File: config.mk
export PLATFORM = sky130hd
export DESIGN_NAME = ifetch_unit
export DESIGN_NICKNAME = d
export VERILOG_FILES = /design/src/rtl/ifetch_unit.sv
export SDC_FILE = /design/constraint.sdc
export NUM_CORES = 1
export LEC_CHECK = 0
export CAP_MARGIN = 0
export CELL_PAD_IN_SITES_DETAIL_PLACEMENT = 2
export CELL_PAD_IN_SITES_GLOBAL_PLACEMENT = 2
export CORE_UTILIZATION = 25
export DETAILED_ROUTE_END_ITERATION = 8
export PLACE_DENSITY = 0.88
export SYNTH_ARGS = -nofsm -noshare
export SYNTH_HDL_FRONTEND = slang
export SYNTH_SLANG_ARGS = --single-unit
File: constraint.sdc
create_clock -name CLK -period 4.26 [get_ports CLK]
set_clock_uncertainty 0.15 [all_clocks]
set_input_delay 0.426 -clock CLK [delete_from_list [all_inputs] [get_ports CLK]]
set_output_delay 0.426 -clock CLK [all_outputs]
set_load 0.005 [all_outputs]
File: src/rtl/ifetch_unit.sv
// ifetch_unit: instruction fetch stage of the multi-cycle CPU.
// Owns the PC, presents it to the instruction memory, captures the returned
// word into IR and hands it to the control unit, which later commits the next
// PC (sequential, branch, jump or register) with a one-cycle PCWrite strobe.
// A fetched word whose opcode equals HALT_OP stops fetching until reset.
// Optional macro IFETCH_BOUND_CHECK_EN: adds an address check in FETCH
// (misaligned PC or PC past the last memory word) that parks the unit in a
// FAULT state and raises Fault. Without it, Fault is constant 0.
module ifetch_unit #(
  parameter logic [31:0] RESET_PC  = 32'h0000_0000,
  parameter int unsigned MEM_BYTES = 701,
  parameter logic [5:0]  HALT_OP   = 6'b111111
) (
  input  logic        CLK,
  input  logic        RST,
  input  logic        Run,
  output logic [31:0] IAddr,
  output logic        IRW,
  input  logic [31:0] IDataIn,
  output logic [31:0] IR,
  output logic [31:0] PC,
  output logic [31:0] PC4,
  output logic        IRValid,
  input  logic        PCWrite,
  input  logic [1:0]  PCSrc,
  input  logic [31:0] RegData,
  output logic        Halted,
  output logic        Fault
);

  typedef enum logic [2:0] {
    S_IDLE,
    S_FETCH,
    S_HOLD,
    S_HALT
`ifdef IFETCH_BOUND_CHECK_EN
    , S_FAULT
`endif
  } state_t;

  state_t      state_reg;
  logic [31:0] pc_reg;
  logic [31:0] ir_reg;
  logic        irvalid_reg;
  logic        halted_reg;
  logic [31:0] pc4;
  logic [31:0] branch_off;
  logic [31:0] pc_next;
  logic        fetch_bad;

  assign pc4     = pc_reg + 32'd4;
  assign IAddr   = pc_reg;
  assign IRW     = 1'b0;
  assign PC      = pc_reg;
  assign PC4     = pc4;
  assign IR      = ir_reg;
  assign IRValid = irvalid_reg;
  assign Halted  = halted_reg;

  // Next-PC candidate chosen by PCSrc; only consumed when PCWrite commits in HOLD.
  always_comb begin
    branch_off = {{14{ir_reg[15]}}, ir_reg[15:0], 2'b00};
    case (PCSrc)
      2'd0:    pc_next = pc4;
      2'd1:    pc_next = pc4 + branch_off;
      2'd2:    pc_next = {pc4[31:28], ir_reg[25:0], 2'b00};
      default: pc_next = RegData;
    endcase
  end

`ifdef IFETCH_BOUND_CHECK_EN
  localparam logic [31:0] LAST_ADDR = 32'(MEM_BYTES) - 32'd4;

  logic fault_reg;

  // A fetch is illegal when the PC is not word aligned or the word would
  // extend past the end of the instruction memory.
  assign fetch_bad = (pc_reg[1:0] != 2'b00) || (pc_reg > LAST_ADDR);
  assign Fault     = fault_reg;
`else
  assign fetch_bad = 1'b0;
  assign Fault     = 1'b0;

  // The memory size only feeds the bound check; a memory smaller than one
  // word is meaningless in either build.
  if (MEM_BYTES < 4) begin : g_mem_too_small
  end
`endif

  // Fetch FSM: state, PC, IR and all status flags move together on the clock.
  always_ff @(posedge CLK) begin
    if (RST) begin
      state_reg   <= S_IDLE;
      pc_reg      <= RESET_PC;
      ir_reg      <= 32'h0;
      irvalid_reg <= 1'b0;
      halted_reg  <= 1'b0;
`ifdef IFETCH_BOUND_CHECK_EN
      fault_reg   <= 1'b0;
`endif
    end else begin
      case (state_reg)
        S_IDLE: begin
          if (Run) begin
            state_reg <= S_FETCH;
          end
        end
        S_FETCH: begin
          if (fetch_bad) begin
`ifdef IFETCH_BOUND_CHECK_EN
            state_reg <= S_FAULT;
            fault_reg <= 1'b1;
`endif
          end else if (Run) begin
            ir_reg <= IDataIn;
            if (IDataIn[31:26] == HALT_OP) begin
              state_reg  <= S_HALT;
              halted_reg <= 1'b1;
            end else begin
              state_reg   <= S_HOLD;
              irvalid_reg <= 1'b1;
            end
          end
        end
        S_HOLD: begin
          if (PCWrite) begin
            pc_reg      <= pc_next;
            irvalid_reg <= 1'b0;
            state_reg   <= S_FETCH;
          end
        end
        S_HALT: begin
          // Terminal until reset; PC and IR keep the halt instruction.
        end
`ifdef IFETCH_BOUND_CHECK_EN
        S_FAULT: begin
          // Terminal until reset; IR keeps the last good instruction.
        end
`endif
        default: begin
          state_reg   <= S_IDLE;
          irvalid_reg <= 1'b0;
        end
      endcase
    end
  end

endmodule

==> results.tsv <==
metric	value	unit
slowest CP cell	dfxtp_1	
Avg Cell Area, Syn	7.96	sq um
Area Growth Syn to Fin	46.0	%
final critical-path required period	4210	ps
final instance area	0.00805	sq mm
critical path class	register to register	
hold_buf cts	0	
RePlAce Congestion	0.914	
setup violators final	0	
final setup margin	51.0	ps
area share of the largest cell type after synthesis	0.247	
dpl cell area	0.00765	sq mm
initial core utilization	0.259	
worst rel slew slack	0.240	
Worst path max stage delay	490	ps
final hold vios	0	
Switch Pwr	0.000874	W
Hold Path Class	input port to register	
DR vias	6047	
fmax	238	MHz
largest net degree at the start of global routing	54	
Num CTS Buffers	9	
proportion of layout cells with a drive suffix above 1	0.106	
placed instance count	1127	
Pins Over Slew Limit	0	
total track usage	0.235	
Row Count	53	
H-tree level count	3	
first-pass GRT wire length	40000	microns
Clock Tree Buf Depth	2	
Comb pwr share	0.362	
status	finished clean	
initial antenna violation count	0	
Max Cap Viol	0	
Die X	150	microns
Post-Syn Instances	692	
fin crit share	0.988	
Worst VDD drop	190	uV
routed vias/inst	5.29	
Netlist cell types	56	
port buffer count	199	
Die ar.	0.0226	sq mm
CTS Root Cell	clkbuf_16	
Routed Antenna Nets	0	
number of synthesized register bits	68	
nets	976	
predominant post-synthesis flop cell	dfxtp_1	
Reg clk slew, reported paths	60	ps
drt first pass iters	4	
worst-path fanout max	6	
arrival time at the worst endpoint	4260	ps
antenna diode count	0	
aggregate global routing overflow	0	
P_leak	3.14	nW
Reg power frac	0.327	
Place WS	-18.1	ps
routed wire length	26500	microns
cell internal pwr	0.00154	W
critical-path cell list	and4_1 -> and2_1 -> nand4_1 -> xnor2_1 -> ha_1 -> a21oi_1 -> o21bai_1 -> a21oi_2 -> o311ai_2 -> a31oi_2 -> o221ai_2 -> a2111oi_2 -> a41o_1 -> o22ai_1	
Setup crit end kind	register	
Post-Layout Cell Count	1143	
Synth Warn #	0	
Clk pwr share	0.311	
Core ar.	0.0213	sq mm
dpl hpwl	19500	microns
number of synthesized flops with an enable pin	0	
Post-Synthesis Cell Area	0.00551	sq mm
PwrDens	300	mW/mm^2
Async SR Flop Fraction	0	
die height	150	microns
synth top area cells	dfxtp_1 (25%), ha_1 (9.3%), nand2_1 (8.1%)	
WL/cell	23.2	microns
critical path startpoint category	register	
switching share of power	0.362	
count of clock tree sinks	68	
clk_lat worst skew	350	ps
drt drc	0	
vias in the first global route	6665	
required time of the worst setup path	4310	ps
worst slew pin tran	1140	ps
sequential-to-total area share from yosys stat	0.247	
DRT iter0 DRCs	308	
CTS tree	done	
largest area contributor in the netlist	dfxtp_1	
# IOs	202	
==> per-stage QoR <==
stage | TNS (ps) | hold WS [ps] | power (W) | util
floorplan | 0 | 303 | 0.00123 | -
global placement | 0 | 293 | 0.00162 | 0.359
detailed placement | -34.2 | 312 | 0.00165 | 0.359
CTS | -7.85 | 209 | 0.00242 | 0.374
global route | -374 | 237 | 0.00252 | 0.378
finish | 0 | 220 | 0.00242 | 0.378
==> worst paths after layout <==
path / slack [ps] / from / cells after the start / endpoint
max reg2reg: 50 / IAddr[10] / 14 / IAddr[23]
min reg2reg: 320 / IR[27] / 2 / IR[27]
min: 220 / RST / 2 / IR[10]
max: 50 / IAddr[10] / 14 / IAddr[23]
==> worst max-delay path, delay by kind of cell, from the launching register on <==
kind / cells / cell delay (ps)
AND/OR/NAND/NOR: 3 / 720
flip-flops: 1 / 490
adder cells (fa/ha/maj): 1 / 400
AO/OA/AOI/OAI: 9 / 2000
XOR/XNOR: 1 / 300
==> cells in the mapped netlist, types with 5 or more instances <==
| cell | count |
|---|---|
| and3_1 | 11 |
| mux4_2 | 18 |
| nor2_1 | 42 |
| nor3_1 | 11 |
| o21ai_0 | 21 |
| a21o_1 | 13 |
| nand2_1 | 119 |
| nand4_1 | 12 |
| a21oi_1 | 79 |
| a22o_1 | 9 |
| ha_1 | 41 |
| buf_4 | 36 |
| buf_1 | 10 |
| o31ai_1 | 5 |
| mux2i_1 | 11 |
| and2_1 | 6 |
| nand3_1 | 22 |
| xor2_1 | 13 |
| and4_1 | 5 |
| dfxtp_1 | 68 |
| xnor2_1 | 40 |
| inv_1 | 13 |
| clkbuf_1 | 21 |
| nand2b_1 | 9 |
==> power groups by stage <==
stage | logic [W] | registers, W | clock network [W]
floorplan | 0.000448 | 0.000782 | 0
global placement | 0.000821 | 0.000797 | 0
detailed placement | 0.000852 | 0.000801 | 0
CTS | 0.000870 | 0.000791 | 0.000756
global route | 0.000943 | 0.000799 | 0.000778
finish | 0.000875 | 0.000790 | 0.000750
==> layout by cell type (no fill, tap or decap), types with 3 or more instances in the layout <==
cell / synthesis / routed
a211oi_1: 3 / 3
a21o_1: 13 / 13
a21oi_1: 79 / 76
a21oi_2: 1 / 4
a22o_1: 9 / 9
a31oi_1: 4 / 3
and2_1: 6 / 6
and3_1: 11 / 11
and4_1: 5 / 5
buf_2: 0 / 3
buf_4: 36 / 28
clkbuf_16: 0 / 9
clkdlybuf4s50_1: 0 / 196
dfxtp_1: 68 / 67
ha_1: 41 / 39
inv_1: 13 / 13
mux2_2: 3 / 3
mux2i_1: 11 / 11
mux4_2: 18 / 18
nand2_1: 119 / 118
nand2b_1: 9 / 9
nand3_1: 22 / 21
nand4_1: 12 / 12
nor2_1: 42 / 40
nor2b_1: 4 / 4
nor3_1: 11 / 10
o21ai_0: 21 / 20
o22ai_1: 4 / 4
o31ai_1: 5 / 5
xnor2_1: 40 / 37
xnor2_2: 0 / 3
xor2_1: 13 / 12
==> logic make-up after synthesis <==
family,Yosys count,share of synthesized area
and+or+nand+nor,250,0.206
adders and majority gates,42,0.0967
other,1,0.000681
buffers and inverters,80,0.0790
muxes,32,0.0997
xor gates and xnor gates,53,0.0842
AOI/OAI and AO/OA,166,0.187
DFF,68,0.247
==> layout make-up <==
type                    count  area (sq um)
clock inverters             4          25.0
repair buffers            227          2190
well taps                 275           344
fillers                  2364         13200
inverters                  13          48.8
clock buffers              11           253
flip-flops and latches     68          1360
multi-input cells         545          3830
==> repair_timing <==
| item | 4_1_cts | 5_1_grt |
|---|---|---|
| pin swaps | 0 | 4 |
| resized for setup | 7 | 19 |
| setup buffers | 0 | 1 |
| endpoints found under the setup margin | 6 | 10 |
==> per-layer routing <==
metal / GRT usage / routed length, microns / vias up / part of all wire
met1: 0.295 / 11300 / 3056 / 0.43
met5: 0 / 0 / - / 0
met3: 0.0421 / 1490 / 34 / 0.056
met2: 0.404 / 13300 / 176 / 0.50
met4: 0.0702 / 474 / 0 / 0.018
li1: - / - / 2781 / -
No activity file was read; power rests on OpenSTA's default activity.
